[src/rtl/seq_shift_rotate.sv]
// Multi-cycle shift/rotate unit: applies one single-bit shift or rotate per
// clock until the requested amount is exhausted, then pulses done with the
// result and carry/zero/overflow/error flags.
module seq_shift_rotate #(
  parameter int WIDTH = 8,
  parameter int AMT_W = 3
) (
  input  logic             clk,
  input  logic             rst_n,
  input  logic             start,
  input  logic [2:0]       opcode,
  input  logic [WIDTH-1:0] a,
  input  logic [AMT_W-1:0] amt,
  output logic             busy,
  output logic             done,
  output logic [WIDTH-1:0] result,
  output logic             carry,
  output logic             zero,
  output logic             ovf,
  output logic             err
);

  localparam logic [2:0] OP_SRA = 3'b000;
  localparam logic [2:0] OP_SRL = 3'b001;
  localparam logic [2:0] OP_SLA = 3'b010;
  localparam logic [2:0] OP_SLL = 3'b011;
  localparam logic [2:0] OP_ROR = 3'b100;
  localparam logic [2:0] OP_ROL = 3'b101;

  typedef enum logic [1:0] {
    IDLE  = 2'd0,
    SHIFT = 2'd1,
    DONE  = 2'd2
  } state_t;

  state_t           state_q, state_d;
  logic [WIDTH-1:0] r_q, r_d;
  logic [2:0]       op_q, op_d;
  logic [AMT_W-1:0] count_q, count_d;
  logic             carry_q, carry_d;
  logic             ovf_q, ovf_d;
  logic             err_q, err_d;

  logic             illegal_op;
  logic             step_hit;
  logic             step_carry;
  logic [WIDTH-1:0] step_r;

  // One single-bit step: returns {sign-change hit (sla only), bit out, new r}.
  function automatic logic [WIDTH+1:0] step_fn(input logic [2:0] op,
                                               input logic [WIDTH-1:0] r);
    logic signed [WIDTH-1:0] r_s;
    logic [WIDTH-1:0]        r_n;
    logic                    c;
    logic                    hit;
    r_s = r;
    r_n = r;
    c   = 1'b0;
    hit = 1'b0;
    case (op)
      OP_SRA: begin r_n = $unsigned(r_s >>> 1); c = r[0]; end
      OP_SRL: begin r_n = r >> 1; c = r[0]; end
      OP_SLA: begin
        r_n = r << 1;
        c   = r[WIDTH-1];
        hit = r[WIDTH-1] ^ r[WIDTH-2];
      end
      OP_SLL: begin r_n = r << 1; c = r[WIDTH-1]; end
      OP_ROR: begin r_n = {r[0], r[WIDTH-1:1]}; c = r[0]; end
      OP_ROL: begin r_n = {r[WIDTH-2:0], r[WIDTH-1]}; c = r[WIDTH-1]; end
      default: ;
    endcase
    return {hit, c, r_n};
  endfunction

  assign illegal_op = opcode[2] & opcode[1];

  // Next-state logic: acceptance in IDLE/DONE, one step per cycle in SHIFT.
  always_comb begin
    state_d = state_q;
    r_d     = r_q;
    op_d    = op_q;
    count_d = count_q;
    carry_d = carry_q;
    ovf_d   = ovf_q;
    err_d   = err_q;
    {step_hit, step_carry, step_r} = step_fn(op_q, r_q);
    case (state_q)
      IDLE, DONE: begin
        state_d = IDLE;
        if (start) begin
          op_d    = opcode;
          count_d = amt;
          carry_d = 1'b0;
          ovf_d   = 1'b0;
          err_d   = illegal_op;
          // An illegal opcode reports a cleared result rather than the operand.
          r_d     = illegal_op ? '0 : a;
          state_d = (illegal_op || amt == '0) ? DONE : SHIFT;
        end
      end
      SHIFT: begin
        r_d     = step_r;
        carry_d = step_carry;
        ovf_d   = ovf_q | step_hit;
        count_d = count_q - AMT_W'(1);
        if (count_q == AMT_W'(1)) state_d = DONE;
      end
      default: state_d = IDLE;
    endcase
  end

  // State and working registers with asynchronous active-low reset.
  always_ff @(posedge clk or negedge rst_n) begin
    if (!rst_n) begin
      state_q <= IDLE;
      r_q     <= '0;
      op_q    <= '0;
      count_q <= '0;
      carry_q <= 1'b0;
      ovf_q   <= 1'b0;
      err_q   <= 1'b0;
    end else begin
      state_q <= state_d;
      r_q     <= r_d;
      op_q    <= op_d;
      count_q <= count_d;
      carry_q <= carry_d;
      ovf_q   <= ovf_d;
      err_q   <= err_d;
    end
  end

  assign busy   = (state_q == SHIFT);
  assign done   = (state_q == DONE);
  assign result = r_q;
  assign zero   = ~|r_q;
  assign carry  = carry_q;
  assign ovf    = ovf_q;
  assign err    = err_q;

endmodule

[config.mk]
export PLATFORM = sky130hd
export DESIGN_NAME = seq_shift_rotate
export DESIGN_NICKNAME = d
export VERILOG_FILES = /design/src/rtl/seq_shift_rotate.sv
export SDC_FILE = /design/constraint.sdc
export NUM_CORES = 1
export LEC_CHECK = 0
export CAP_MARGIN = 30
export CORE_UTILIZATION = 40
export CTS_CLUSTER_DIAMETER = 120
export DETAILED_ROUTE_END_ITERATION = 7
export GPL_ROUTABILITY_DRIVEN = 0
export PLACE_DENSITY = 0.67
export REMOVE_ABC_BUFFERS = 1
export SETUP_SLACK_MARGIN = 0.02
export SLEW_MARGIN = 10
export SYNTH_ARGS = -nofsm -noshare
export SYNTH_HDL_FRONTEND = slang
export SYNTH_SLANG_ARGS = --single-unit
[constraint.sdc]
create_clock -name clk -period 2.57 [get_ports clk]
set_clock_uncertainty 0.2 [all_clocks]
set_input_delay 0.514 -clock clk [delete_from_list [all_inputs] [get_ports clk]]
set_output_delay 0.514 -clock clk [all_outputs]
set_load 0.02 [all_outputs]
Yosys cells after proc, flatten, opt, wreduce, memory -nomap -nowiden
Index checks and enable logic that the tools add are counted.
{"block": "classes", "addsub": 1, "n_eq_ne": 13, "muxes": 15, "bitwise_logic": 3, "n_reduce_logical": 15}
{"operator": "$pmux 8 s5", "count": 1}
{"operator": "$mux 8", "count": 2}
{"operator": "$pmux 8 s2", "count": 1}
{"operator": "$reduce_or 8->1", "count": 1}
{"operator": "$eq 3x1->1 const B", "count": 2}
{"operator": "$eq 3x2->1 const B", "count": 2}
{"operator": "$eq 3x3->1 const B", "count": 2}
{"operator": "$logic_not 3->1", "count": 2}
{"operator": "$mux 2", "count": 3}
{"operator": "$ne 6x2->1 const B", "count": 1}
{"operator": "$pmux 1 s2", "count": 3}
{"operator": "$pmux 3 s2", "count": 1}
{"operator": "$reduce_or 3->1", "count": 2}
{"operator": "$ne 5x2->1 const B", "count": 1}
{"operator": "$ne 2x2->1 const B", "count": 2}
{"operator": "$pmux 2 s2", "count": 1}
{"operator": "$reduce_and 2->1", "count": 2}
{"operator": "$reduce_and 4->1", "count": 1}
{"operator": "$reduce_or 2->1", "count": 2}
{"operator": "$mux 3", "count": 1}
{"operator": "$reduce_and 3->1", "count": 1}
{"operator": "$sub 3x1->3 const B", "count": 1}
{"operator": "$eq 2x1->1 const B", "count": 1}
{"operator": "$eq 2x2->1 const B", "count": 1}
{"operator": "9 further kinds", "count": 10}
{"block": "totals", "reg_bits": 19, "output_inout_bits": 14, "wordCells": 55}

Logic depth before layout (Yosys ltp)
{"block": "depth", "ltp_word": 5, "mapped_depth": 6}

Worst setup path before layout
OpenSTA, ideal clock, no wires.
{"block": "synth_timing", "path_kind": "reg2out", "startpoint": "reg r_q[3], in the netlist result[3]", "endpoint": "out zero", "arrival_time_ps": 1013, "path_slack_ps": 843, "path_stages_with_launch": 3, "path_cell_list": "dfrtp_1 > nor4_1 > and3_1"}
{"block": "synth_via", "elab_chain_cells": 2}
{"element": "start: declaration", "line_no": "37", "text": "logic [WIDTH-1:0] r_q, r_d;"}
{"element": "start signal: assignment", "line_no": "125", "text": "r_q <= r_d;"}
{"element": "$reduce_or 8->1", "line_no": "137", "text": "assign zero = ~|r_q;"}
{"element": "$logic_not 1->1", "line_no": "137"}
{"element": "end: declaration", "line_no": "18", "text": "output logic zero,"}
Every way passes these cells.

Worst setup path in the final report
Same ends and word-level chain as after synthesis.

==> impl_metrics.toml <==
[synth]
synth.avg_cell_area_um2 = 8.938
synthesis.area_um2 = 1242
ys_types = 40
yosys_warnings = 0
syn_inst = 139
synth-edff-count = 0
synthArstFlopShare_pct = 100.0
synth-seq-area-share_pct = 38.27
synth-seq-cells = 19
ys.flop_type = "dfrtp_1"

[power_and_ir_drop]
peakVddDrop_mv = 0.5319
combPwrFrac_pct = 59.5
seqPwrFrac_pct = 32.3
switching_power_uw = 950.8
p_clk_share_pct = 8.1
p_int_mw = 1.075
power.leakage_nw = 0.6576
p_total_mw = 2.026
power_density_nw_per_um2 = 1272
swShare_pct = 46.92

[routing]
viasPerCell = 6.183
drtIter0Drc = 60
num_vias = 1218
post_drt_wl_per_cell_um = 16.52
wirelength_mm = 3.255
drcViolationCount = 0
drtAntennaViolNets = 0
drt_pre_antenna_iters = 4

[placed_design]
hpwl_mm = 2.243
portBuffers = 30
dp.cells = 193
postPlaceCellArea_um2 = 1560

[final_layout]
layout-drive-gt1-share_pct = 9.036
layout.cells.most_common = "clkdlybuf4s50_1"
n_fill_cell = 251
final_cell_mix = "clkdlybuf4s50_1, dfrtp_1, nand2_1, o21ai_0, nor3_1"
final_cells = 197
area_delta_synth_final_pct = 28.20
final_area_um2 = 1593
num-nets-final = 187
diodes = 0

[grt]
grt_usage_pct = 21.05
antenna_found_initial = 0
grt_max_degree = 25
grt.overflow.total = 0
grt_pass1_vias = 1138
grt_pass1_wl_mm = 5.354

[worst_setup_path]
startpoint = "result[3]"
worstReg2RegEnd = "result[6]"
r2r-start = "op_q[2]"
r2r_cells = 3
path_cells = "nor4_2, and3_1, dlygate4sd2_1"
crit_slowest_cell = "dfrtp_1"
crit_path_end_kind = "output port"
crit_fanout = 6
max_stage_delay_ns = 0.46
path_class = "flip-flop to output port"
crit_required_ns = 1.86
crit_path_start_kind = "flip-flop"
arrival_ns = 1.58
r2r_setup_slack_ns = 0.73

[sta]
setup_viol = 0
tns_ns = 0
fin_crit_sh_pct = 89.44
rsz0062_at_grt = "false"
tightest_slew_ns = 0.5858
fmax_ghz = 0.4350
slew_violations = 0
relSlewSlack_pct = 60.86
finalHoldViolCount = 0
layout_min_cycle_time_ns = 2.299

[clocking]
cts_sinks = 19
worstSkewPairLatency_ns = 0.31
post_cts_buffers = 0
cts_tree = "yes"
cts.path.max_buffers = 2
path_clk_slew_ns = 0.12
root_buffer = "clkbuf_4"
cts_made_buffers = 3
htree_levels = 1

[hold_path]
holdPathEnd = "ovf"
hold_depth = 2
min_from = "ovf"
hp-class = "flip-flop to flip-flop"

[floorplan]
initial_core_util_pct = 43.55
die_h_um = 57.73
fp-row-count = 19
die_area_um2 = 3333
fp.coreArea_um2 = 2853
pin_count = 31
die_x_um = 57.73

[status]
status = "finished clean"

[job]
maxCapViolCount = 0
-- synthesized netlist by cell type (all sizes together), types with 2 or more instances --
cell / number / area share [%]
a21boi: 5 / 3.0
clkbuf: 7 / 2.1
inv: 7 / 2.1
o21a: 2 / 1.2
o311ai: 5 / 3.5
nor3: 8 / 3.2
nand2b: 7 / 3.5
mux2i: 2 / 1.6
o211ai: 7 / 4.2
a21oi: 2 / 0.81
dfrtp: 19 / 38
nor2b: 4 / 2.0
o311a: 2 / 1.6
nand2: 12 / 3.6
a31oi: 3 / 1.5
nand3: 3 / 1.2
nand4: 5 / 2.5
ha: 3 / 3.0
o22ai: 2 / 1.0
o31ai: 3 / 2.2
buf: 7 / 3.8
o21ai: 8 / 3.2
a221o: 2 / 1.6
-- power by group through the flow --
stage	Sequential (mW)	Combinational, mW	Clock [mW]
4_1_cts	0.649	1.21	0.169
6_report	0.655	1.21	0.164
5_1_grt	0.677	1.32	0.181
3_3_place_gp	0.643	1.19	0
3_5_place_dp	0.651	1.20	0
2_1_floorplan	0.692	0.671	0
-- area by class of cell --
cell class | instances | area [um2] | share of cell area [%]
sequential | 19 | 475.5 | 29.85
timing repair buffer | 37 | 351.6 | 22.07
multi-input combinational | 99 | 673.1 | 42.26
inverter | 7 | 26.28 | 1.650
tap | 31 | 38.79 | 2.435
clock inverter | 1 | 5.005 | 0.3142
clock buffer | 3 | 22.52 | 1.414
-- timing repair --
item	in CTS	in global routing
resized for setup	2	0
endpoints found under the setup margin	1	0
hold buffers	0	0
-- critical path: cells and delay by family, from the launching register on --
| kind | cells | cell delay (ns) |
|---|---|---|
| flip-flops | 1 | 0.46 |
| buffers and inverters | 1 | 0.33 |
| AND/OR/NAND/NOR | 2 | 0.50 |
-- stage by stage --
stage	util [%]	hold WS (ns)	worst slack, ns
after global routing	55.83	0.3263	0.1785
after detailed placement	54.69	0.2690	0.2921
after floorplan	-	0.01841	0.6105
final	55.83	0.2900	0.2714
after CTS	55.83	0.2977	0.2623
after global placement	54.69	0.2674	0.3011
-- state kept, by name, summed over array words and instances (netlist names) --
signal   cells
ovf          1
count_q      3
op_q         3
err          1
result       8
carry        1
state_q      2
-- metal layers --
| metal | GRT usage [%] | wire length (um) | part of all wire, % | vias up |
|---|---|---|---|---|
| met5 | 0 | 0 | 0 | - |
| met2 | 31.40 | 1474 | 45 | 38 |
| li1 | - | - | - | 578 |
| met4 | 9.524 | 63 | 1.9 | 0 |
| met3 | 3.348 | 164 | 5.0 | 7 |
| met1 | 30.20 | 1553 | 48 | 595 |
-- logic make-up (layout without fill, tap and decap cells) --
family | after synthesis | count (layout) | synth area share [%]
mux | 3 | 3 | 2.518
simple gates | 47 | 47 | 20.54
compound gates | 46 | 46 | 27.59
fa+ha+maj | 3 | 3 | 3.021
flops | 19 | 19 | 38.27
buf+inv | 21 | 48 | 8.057
-- worst max path at each step --
stage / depth (start not counted) / slack, ns / end
6_report: 3 / 0.27 / zero
5_1_grt: 3 / 0.18 / zero
4_1_cts: 3 / 0.26 / zero
3_5_place_dp: 3 / 0.29 / zero
3_3_place_gp: 3 / 0.30 / zero
2_1_floorplan: 4 / 0.61 / result[5]
No activity file was read; power rests on OpenSTA's default activity.
